--- src/rtl/alsu_pkg.sv ---
// Shared definitions for the ALSU command sequencer: opcodes, flag bit positions,
// FSM encoding, ALSU pipeline latency, the command layout and the invalid-op rule.
package alsu_pkg;

    localparam logic [2:0] OP_AND   = 3'b000;
    localparam logic [2:0] OP_XOR   = 3'b001;
    localparam logic [2:0] OP_ADD   = 3'b010;
    localparam logic [2:0] OP_MUL   = 3'b011;
    localparam logic [2:0] OP_SHIFT = 3'b100;
    localparam logic [2:0] OP_ROT   = 3'b101;

    // Bit positions inside the 7-bit flag field {cin, SI, sh_left, red_op_A, red_op_B, pass_A, pass_B}
    localparam int FLAG_W       = 7;
    localparam int FLAG_CIN     = 6;
    localparam int FLAG_SI      = 5;
    localparam int FLAG_SH_LEFT = 4;
    localparam int FLAG_RED_A   = 3;
    localparam int FLAG_RED_B   = 2;
    localparam int FLAG_PASS_A  = 1;
    localparam int FLAG_PASS_B  = 0;

    localparam int ALSU_LAT = 2;

    typedef enum logic {
        ST_IDLE  = 1'b0,
        ST_ISSUE = 1'b1
    } seq_state_t;

    // Command layout at the default widths (BITS=3, CNT_W=4)
    localparam int CMD_BITS  = 3;
    localparam int CMD_CNT_W = 4;

    typedef struct packed {
        logic [2:0]           opcode;
        logic [CMD_BITS-1:0]  a;
        logic [CMD_BITS-1:0]  b;
        logic [FLAG_W-1:0]    flags;
        logic [CMD_CNT_W-1:0] rpt;
    } alsu_cmd_t;

    function automatic logic alsu_inv(input logic [2:0] op, input logic [FLAG_W-1:0] flags);
        return (op[2:1] == 2'b11) ||
               ((flags[FLAG_RED_A] | flags[FLAG_RED_B]) && (op[2] | op[1]));
    endfunction

endpackage

--- src/rtl/alsu_cmd_fifo.sv ---
// Synchronous command FIFO with full/empty flags; exposes the head entry and the
// one behind it so the sequencer can chain commands without a bubble.
module alsu_cmd_fifo #(
    parameter int W     = 8,
    parameter int DEPTH = 4
) (
    input  logic                     clk,
    input  logic                     rstn,
    input  logic                     wr_en,
    input  logic [W-1:0]             wr_data,
    input  logic                     rd_en,
    output logic [W-1:0]             head,
    output logic [W-1:0]             head_next,
    output logic [$clog2(DEPTH):0]   count,
    output logic                     full,
    output logic                     empty
);

    localparam int AW = $clog2(DEPTH);

    logic [W-1:0]  mem [DEPTH];
    logic [AW-1:0] wr_ptr;
    logic [AW-1:0] rd_ptr;
    logic          do_wr;
    logic          do_rd;

    assign do_wr = wr_en && !full;
    assign do_rd = rd_en && !empty;

    always_ff @(posedge clk) begin
        if (do_wr) begin
            mem[wr_ptr] <= wr_data;
        end
    end

    // Pointers wrap naturally because DEPTH is a power of two
    always_ff @(posedge clk or negedge rstn) begin
        if (!rstn) begin
            wr_ptr <= '0;
            rd_ptr <= '0;
            count  <= '0;
        end else begin
            if (do_wr) wr_ptr <= wr_ptr + AW'(1);
            if (do_rd) rd_ptr <= rd_ptr + AW'(1);
            case ({do_wr, do_rd})
                2'b10:   count <= count + (AW+1)'(1);
                2'b01:   count <= count - (AW+1)'(1);
                default: count <= count;
            endcase
        end
    end

    assign head      = mem[rd_ptr];
    assign head_next = mem[rd_ptr + AW'(1)];
    assign full      = (count == (AW+1)'(DEPTH));
    assign empty     = (count == '0);

endmodule

--- src/rtl/alsu_cmd_seq.sv ---
// Command sequencer in front of the ALSU: buffers commands, replays each for its
// repeat count, and emits result strobes aligned to the ALSU's registered output.
// Optional: ALSU_SEQ_DROP_INVALID_EN drops invalid commands instead of issuing them.
module alsu_cmd_seq
    import alsu_pkg::*;
#(
    parameter int BITS  = 3,
    parameter int DEPTH = 4,
    parameter int CNT_W = 4
) (
    input  logic             clk,
    input  logic             rstn,
    input  logic             cmd_valid,
    output logic             cmd_ready,
    input  logic [2:0]       cmd_opcode,
    input  logic [BITS-1:0]  cmd_a,
    input  logic [BITS-1:0]  cmd_b,
    input  logic [6:0]       cmd_flags,
    input  logic [CNT_W-1:0] cmd_repeat,
    input  logic             hold,
    output logic [2:0]       opcode,
    output logic [BITS-1:0]  A,
    output logic [BITS-1:0]  B,
    output logic             cin,
    output logic             SI,
    output logic             sh_left,
    output logic             red_op_A,
    output logic             red_op_B,
    output logic             pass_A,
    output logic             pass_B,
    output logic             busy,
    output logic             result_valid,
    output logic             result_last,
    output logic             result_err
);

    localparam int CW = $clog2(DEPTH) + 1;

`ifdef ALSU_SEQ_DROP_INVALID_EN
    localparam bit DROP_INV = 1'b1;
`else
    localparam bit DROP_INV = 1'b0;
`endif

    typedef struct packed {
        logic [2:0]        opcode;
        logic [BITS-1:0]   a;
        logic [BITS-1:0]   b;
        logic [FLAG_W-1:0] flags;
        logic [CNT_W-1:0]  rpt;
    } cmd_t;

    typedef struct packed {
        logic [2:0]        opcode;
        logic [BITS-1:0]   a;
        logic [BITS-1:0]   b;
        logic [FLAG_W-1:0] flags;
    } drive_t;

    localparam int     CMD_W = $bits(cmd_t);
    localparam drive_t NOP   = '{opcode: OP_AND, a: '0, b: '0, flags: '0};

    cmd_t          cmd_in;
    cmd_t          head;
    cmd_t          head_next;
    logic [CW-1:0] count;
    logic          full;
    logic          empty;
    logic          pop;

    seq_state_t       state, state_n;
    logic [CNT_W-1:0] cnt, cnt_n;
    drive_t           drv, drv_n;

    function automatic drive_t to_drive(input cmd_t c);
        return {c.opcode, c.a, c.b, c.flags};
    endfunction

    // A repeat of 0 runs once, same as 1
    function automatic logic [CNT_W-1:0] first_cnt(input logic [CNT_W-1:0] r);
        return (r == '0) ? '0 : r - CNT_W'(1);
    endfunction

    assign cmd_in = {cmd_opcode, cmd_a, cmd_b, cmd_flags, cmd_repeat};

    alsu_cmd_fifo #(
        .W     (CMD_W),
        .DEPTH (DEPTH)
    ) u_fifo (
        .clk       (clk),
        .rstn      (rstn),
        .wr_en     (cmd_valid && !full),
        .wr_data   (cmd_in),
        .rd_en     (pop),
        .head      (head),
        .head_next (head_next),
        .count     (count),
        .full      (full),
        .empty     (empty)
    );

    logic head_inv;
    logic next_inv;

    assign head_inv = alsu_inv(head.opcode, head.flags);
    assign next_inv = alsu_inv(head_next.opcode, head_next.flags);

    always_comb begin
        state_n = state;
        cnt_n   = cnt;
        drv_n   = drv;
        pop     = 1'b0;
        unique case (state)
            ST_IDLE: begin
                drv_n = NOP;
                if (!empty && !hold) begin
                    if (DROP_INV && head_inv) begin
                        pop = 1'b1;
                    end else begin
                        state_n = ST_ISSUE;
                        drv_n   = to_drive(head);
                        cnt_n   = first_cnt(head.rpt);
                    end
                end
            end
            ST_ISSUE: begin
                // hold is only honoured here, at the end of a command's repeat run
                if (cnt != '0) begin
                    cnt_n = cnt - CNT_W'(1);
                end else begin
                    pop = 1'b1;
                    if (count >= CW'(2) && !hold && !(DROP_INV && next_inv)) begin
                        drv_n = to_drive(head_next);
                        cnt_n = first_cnt(head_next.rpt);
                    end else begin
                        state_n = ST_IDLE;
                        drv_n   = NOP;
                    end
                end
            end
            default: begin
                state_n = ST_IDLE;
                drv_n   = NOP;
            end
        endcase
    end

    always_ff @(posedge clk or negedge rstn) begin
        if (!rstn) begin
            state <= ST_IDLE;
            cnt   <= '0;
            drv   <= NOP;
        end else begin
            state <= state_n;
            cnt   <= cnt_n;
            drv   <= drv_n;
        end
    end

    logic issue_v;

    assign issue_v = (state == ST_ISSUE);

    // Strobe pipeline: one stage for the ALSU input FFs, one for its out_reg
    logic [ALSU_LAT-1:0] v_pipe;
    logic [ALSU_LAT-1:0] l_pipe;

    always_ff @(posedge clk or negedge rstn) begin
        if (!rstn) begin
            v_pipe <= '0;
            l_pipe <= '0;
        end else begin
            v_pipe <= {v_pipe[ALSU_LAT-2:0], issue_v};
            l_pipe <= {l_pipe[ALSU_LAT-2:0], issue_v && (cnt == '0)};
        end
    end

    assign result_valid = v_pipe[ALSU_LAT-1];
    assign result_last  = l_pipe[ALSU_LAT-1];

`ifdef ALSU_SEQ_DROP_INVALID_EN
    assign result_err = 1'b0;
`else
    logic [ALSU_LAT-1:0] e_pipe;

    always_ff @(posedge clk or negedge rstn) begin
        if (!rstn) begin
            e_pipe <= '0;
        end else begin
            e_pipe <= {e_pipe[ALSU_LAT-2:0], issue_v && alsu_inv(drv.opcode, drv.flags)};
        end
    end

    assign result_err = e_pipe[ALSU_LAT-1];
`endif

    assign opcode    = drv.opcode;
    assign A         = drv.a;
    assign B         = drv.b;
    assign cin       = drv.flags[FLAG_CIN];
    assign SI        = drv.flags[FLAG_SI];
    assign sh_left   = drv.flags[FLAG_SH_LEFT];
    assign red_op_A  = drv.flags[FLAG_RED_A];
    assign red_op_B  = drv.flags[FLAG_RED_B];
    assign pass_A    = drv.flags[FLAG_PASS_A];
    assign pass_B    = drv.flags[FLAG_PASS_B];

    assign busy      = !empty || issue_v;
    assign cmd_ready = !full;

endmodule

--- config.mk ---
export PLATFORM = sky130hd
export DESIGN_NAME = alsu_cmd_seq
export DESIGN_NICKNAME = d
export VERILOG_FILES = /design/src/rtl/alsu_pkg.sv /design/src/rtl/alsu_cmd_fifo.sv /design/src/rtl/alsu_cmd_seq.sv
export SDC_FILE = /design/constraint.sdc
export NUM_CORES = 1
export LEC_CHECK = 0
export BUFFER_PORTS_ARGS = -buffer_cell sky130_fd_sc_hd__buf_2
export CAP_MARGIN = 20
export CORE_MARGIN = 2
export CORE_UTILIZATION = 30
export DETAILED_ROUTE_END_ITERATION = 10
export PLACE_DENSITY = 0.56
export RECOVER_POWER = 50
export SETUP_SLACK_MARGIN = 0.2
export SLEW_MARGIN = 30
export SYNTH_ARGS = -nofsm -noshare
export SYNTH_HDL_FRONTEND = slang
export SYNTH_SLANG_ARGS = --single-unit
--- constraint.sdc ---
create_clock -name clk -period 3.5 [get_ports clk]
set_clock_uncertainty 0.1 [all_clocks]
set_input_delay 0.35 -clock clk [delete_from_list [all_inputs] [get_ports clk]]
set_output_delay 0.35 -clock clk [all_outputs]
set_load 0.01 [all_outputs]
[Yosys cells after proc, flatten, opt, wreduce, memory -nomap -nowiden]
Memories as Yosys holds them, arrays and structs flattened.
Index checks and enable logic that the tools add are counted.
Widths: inputs -> output; s select.
Cells by class
  magnitude comparators: 1
  add/subtract/negate cells: 7
  reduce and logical (&&, ||, !) cells: 20
  bitwise gates (word level): 3
  equal/unequal tests: 7
  mux-type cells: 19
Operator list (count)
  $mux 16: 3
  $pmux 16 s2: 1
  $mux 4: 5
  $logic_not 4->1: 3
  $sub 4x1->4 const B: 3
  $logic_and 1x1->1: 8
  $pmux 4 s2: 1
  $mux 1: 7
  $pmux 3 s2: 1
  $add 2x1->2 const B: 2
  $eq 2x2->1 const B: 2
  $ne 2x2->1 const B: 2
  $reduce_bool 4->1: 1
  $add 3x1->3 const B: 1
  $eq 3x3->1 const B: 1
  $ge 3x2->1 const B: 1
  $logic_not 1->1: 3
  $logic_not 3->1: 1
  $ne 3x1->1 const B: 1
  $sub 3x1->3 const B: 1
  $eq 2x1->1 const B: 1
  $logic_or 1x1->1: 2
  $or 1x1->1: 2
  $pmux 1 s2: 1
  other kinds (3): 3
Word-level totals
  memories kept: 1
  input port bits: 24
  word-level logic and storage cells: 70
  bits in writable memories: 80
  bits in registers: 34
  output and inout port bits: 21
Memory list
  u_fifo.mem: words 4, bits a word 20, read ports 2, clocked after Yosys merged registers in 0, wr ports 1, line alsu_cmd_fifo.sv:21  | logic [W-1:0] mem [DEPTH];

[Longest topological paths before layout]
An unclocked memory read counts as a cell.
  depth after elaboration: 7
  mapped depth: 11
  gate-level depth less buffers: 11

[Hierarchy]
A second synthesis with hierarchy kept.
Second synthesis, totals
  cells, all modules: 288
  area, all modules: 5142.4 um2
By module, submodules not included
  alsu_cmd_fifo: cells an instance 167, area an instance 3844.9 um2, times used 1, sequential area each 2577.5 um2
  alsu_cmd_seq: cells an instance 121, area an instance 1297.5 um2, times used 1, sequential area each 675.6 um2

[Least setup slack after synthesis]
OpenSTA, ideal clock, no wires.
  kind: flip-flop to flip-flop
  from: register cnt[0]
  to: register u_fifo.count[2]
  setup time: 0.079 ns
  arrival: 2.255 ns
  clock period less this slack: 2.434 ns
  slack: 1.066 ns
  cell stages (with the launch flop): 12
  required time: 3.321 ns
  path buffers: 0
  cell sequence: dfrtp_1 inv_1 ha_1 nor3b_2 and2_1 nor2b_1 ha_1 inv_1 fa_1 xor2_1 nor2_1 xor2_1
On the way
  cells in the longest elaborated chain, start to end: 6
  elaborated cells on any way between the ends: 8
  classes of those cells: eq/ne (2); mux (3); reduce/logical (3)
Ends and longest elaborated chain
  from (decl): line alsu_cmd_seq.sv:72  | logic [CNT_W-1:0] cnt, cnt_n;
  from (signal assigned): line alsu_cmd_seq.sv:155  | cnt <= cnt_n;
  $reduce_bool 4->1 *: line alsu_cmd_seq.sv:128  | if (cnt != '0) begin
  $mux 1 *: line alsu_cmd_seq.sv:128
  $mux 1 *: line alsu_cmd_seq.sv:113  | unique case (state)
  net pop: line alsu_cmd_seq.sv:69  | logic pop;
  $logic_and 1x1->1 *: line alsu_cmd_fifo.sv:28  | assign do_rd = rd_en && !empty;
  net u_fifo.do_rd: line alsu_cmd_fifo.sv:25  | logic do_rd;
  $eq 2x1->1 or $eq 2x2->1 (tied branches): line alsu_cmd_fifo.sv:45  | case ({do_wr, do_rd})
  $pmux 3 s2 or $reduce_bool 2->1 (tied branches)
  to (signal assigned): line alsu_cmd_fifo.sv:46  | 2'b10: count <= count + (AW+1)'(1);
  to (signal assigned): line alsu_cmd_fifo.sv:47  | 2'b01: count <= count - (AW+1)'(1);
  to (signal assigned): line alsu_cmd_fifo.sv:48  | default: count <= count;
  to (decl): line alsu_cmd_fifo.sv:14  | output logic [$clog2(DEPTH):0] count,
Mark *: on every way through the listed nets, which the timed path passes. The rest lies on a longest branch.
A chain may end at the register's enable or synchronous reset.

[Worst setup path in the final report]
Ends and elaborated chain as after synthesis.

==> results.json <==
{
  "slew_violations": 35,
  "violations": "max-capacitance violations, max-slew violations",
  "cts_resized": 0,
  "r2r-start": "cnt[0]$_DFFE_PN0P_",
  "synthArstFlopShare_pct": 29.8,
  "multi_input_area_um2": 1740,
  "cp_data_arrival_time_ps": 3070,
  "postSynthNetCount": 345,
  "irDropWorstVdd_mv": 0.394,
  "min_period_ps": 2840,
  "clkTransAtPathRegs_ps": 60,
  "synth-main-ff-cell": "edfxtp_1",
  "rsz0062_at_grt": "no",
  "seqCellArea_um2": 3260,
  "antenna_found_initial": 0,
  "ys_warn_count": 0,
  "cts_root_buffer": "clkbuf_16",
  "slowest_delay_ps": 400,
  "ys_seq_area_share_pct": 63.6,
  "synthXorXnorAreaFrac_pct": 1.03,
  "path_cells": "inv_1 -> ha_1 -> nor3b_2 -> and2_1 -> nor2b_1 -> ha_1 -> inv_1 -> fa_1 -> xor2_1 -> nor2_1 -> xor2_1",
  "cts_buffer_depth": 2,
  "core_area_um2": 16600,
  "cts_sinks": 114,
  "synth_compound_area_share_pct": 4.72,
  "ys_seq_elements": 114,
  "cts_tree": "done",
  "initial_core_util_pct": 30.7,
  "path_max_fanout": 6,
  "grt_pass1_wl_um": 17000,
  "vias": 2909,
  "cp_slowest_cell": "dfrtp_1",
  "synth.avg_cell_area_um2": 16.3,
  "worstHoldStart": "cmd_opcode[0]",
  "final_common_cell": "edfxtp_1",
  "pin_count": 45,
  "synthAdderAreaFrac_pct": 2.10,
  "gp_congestion": 0.749,
  "clock_latency_ps": 410,
  "slew-limit-headroom_pct": -41.3,
  "crit_path_end_kind": "register",
  "dp_hpwl_um": 6630,
  "hp-class": "input pin to register",
  "period_share_pct": 81.1,
  "wl_per_cell_um": 17.7,
  "rows": 47,
  "grt_usage_pct": 12.9,
  "synthMuxAreaShare_pct": 18.1,
  "max_freq_ghz": 0.352,
  "cellPowerDensity_nw_per_um2": 898,
  "total_power_w": 0.00559,
  "timing.final.hold_violations": 0,
  "grt_max_degree": 35,
  "syn_to_final_growth_pct": 21.7,
  "fin_setup_tns_ps": 0,
  "die_area_um2": 18100,
  "n_antenna_cell": 0,
  "drive_gt1_share_pct": 26.7,
  "grt_pass1_vias": 3132,
  "htree_levels": 4,
  "drt_iter0_drc": 169,
  "startpoint_type": "register",
  "yosys.area_share.simple_pct": 7.56,
  "critPathLaunch": "cnt[0]$_DFFE_PN0P_",
  "die_w_um": 135,
  "dr.pass1.iters": 4,
  "drc": 0,
  "worst-setup-path-type": "register to register",
  "hold_depth": 1,
  "postRouteAntennaNets": 0,
  "whs_endpoint": "u_fifo.mem[1][17]$_DFFE_PP_",
  "ff2ff_path_depth": 11,
  "r2r_end": "u_fifo.count[2]$_DFFE_PN0P_",
  "final_cell_mix": "80 x edfxtp_1, 39 x nand2_1, 39 x mux4_2",
  "io_buffers": 44,
  "fillers": 1547,
  "dieHeight_um": 135,
  "synth.distinct_cells": 44,
  "syn_area_um2": 5110,
  "finalSetupViolCount": 0,
  "nets": 401,
  "p_leak_nw": 2.31,
  "cts_buffers": 17,
  "reg2reg_slack_ps": 660,
  "crit_required_ps": 3730,
  "synth-edff-count": 80,
  "syn_inst": 313,
  "grt.overflow.total": 0,
  "drt_wl_total_um": 10700,
  "synth_top_family_by_area": "multiplexers",
  "drv_cap": 1,
  "outcome": "complete, but fails checks",
  "tightest_slew_ps": 2120,
  "vias_per_cell": 4.83
}
## sequential cells by signal, summed over array words and instances (netlist names)
| name | cells |
|---|---|
| u_fifo.mem | 80 |
| u_fifo.rd_ptr | 2 |
| l_pipe | 2 |
| B | 3 |
| v_pipe | 2 |
| issue_v | 1 |
| u_fifo.count | 3 |
| e_pipe | 2 |
| sh_left | 1 |
| opcode | 3 |
| u_fifo.wr_ptr | 2 |
| A | 3 |
| red_op_A | 1 |
| pass_B | 1 |
| cnt | 4 |
| pass_A | 1 |
| cin | 1 |
| red_op_B | 1 |
| SI | 1 |
## metal layers
| metal | vias to the layer above | routed length, um | track usage [%] |
|---|---|---|---|
| li1 | 1335 | - | - |
| met5 | - | 0 | 0 |
| met4 | 0 | 95 | 5.44 |
| met2 | 65 | 5300 | 20.3 |
| met1 | 1504 | 4790 | 16.4 |
| met3 | 5 | 472 | 4.09 |
## report_power, final
group,internal [W],switching (W)
logic,0.000818,0.000814
registers,0.00182,0.000275
clock network,0.00130,0.000571
## stage by stage
step,instance area [um2],utilization [%],setup WS [ps],std cells,hold WS [ps]
6_report,6230,37.4,660,602,99.5
5_1_grt,6230,37.4,412,602,91.4
4_1_cts,6260,37.6,690,602,35.0
3_5_place_dp,5600,33.7,723,569,235
3_3_place_gp,5590,33.6,891,568,233
2_1_floorplan,5110,-,1070,313,-45.6
## repair_timing
item,CTS,global route
setup buffers,0,0
hold buffers,1,0
setup endpoints to repair,0,0
endpoints found under the hold margin,34,0
## worst max path at each step
stage / end / slack, ps / cells after the start
after floorplan: u_fifo.count[2]$_DFFE_PN0P_ / 1070 / 11
after global placement: u_fifo.count[2]$_DFFE_PN0P_ / 890 / 11
after detailed placement: u_fifo.count[2]$_DFFE_PN0P_ / 720 / 11
after CTS: u_fifo.count[2]$_DFFE_PN0P_ / 690 / 11
final: u_fifo.count[2]$_DFFE_PN0P_ / 660 / 11
after global routing: u_fifo.count[2]$_DFFE_PN0P_ / 410 / 11
## kinds of logic (layout without fill, tap and decap cells)
kind of cell	after synthesis	after routing
flops	114	114
simple gates	81	81
buf+inv	27	96
mux	42	42
fa+ha+maj	8	8
compound gates	35	35
xor+xnor	6	6
## Yosys cell counts, types with 3 or more instances
cell type	count	area (um2)
and3_1	4	25.0
inv_1	10	37.5
nor2b_1	3	18.8
buf_2	5	25.0
ha_1	7	87.6
mux4_2	39	878
nand2_1	39	146
a22oi_1	16	120
clkbuf_1	6	22.5
nor2_1	10	37.5
buf_6	3	33.8
nor3_1	6	30.0
xnor2_1	3	26.3
o21ai_0	6	30.0
nand3_1	4	20.0
nand2b_1	4	25.0
edfxtp_1	80	2400
dfrtp_1	34	851
xor2_1	3	26.3
## layout make-up
class,instances,share of cell area [%]
repair buffers,54,4.38
inverters,10,0.603
flip-flops and latches,114,52.3
multi-input cells,172,27.9
clock inverters,10,2.91
well taps,220,4.42
clock buffers,22,7.46
## critical path: cells and delay by family (launching register included)
| kind | cells | cell delay (ps) |
|---|---|---|
| DFF | 1 | 400 |
| and+or+nand+nor | 4 | 970 |
| xor gates and xnor gates | 2 | 310 |
| adders and majority gates | 3 | 810 |
| buffers and inverters | 2 | 170 |
No activity file was read; power rests on OpenSTA's default activity.
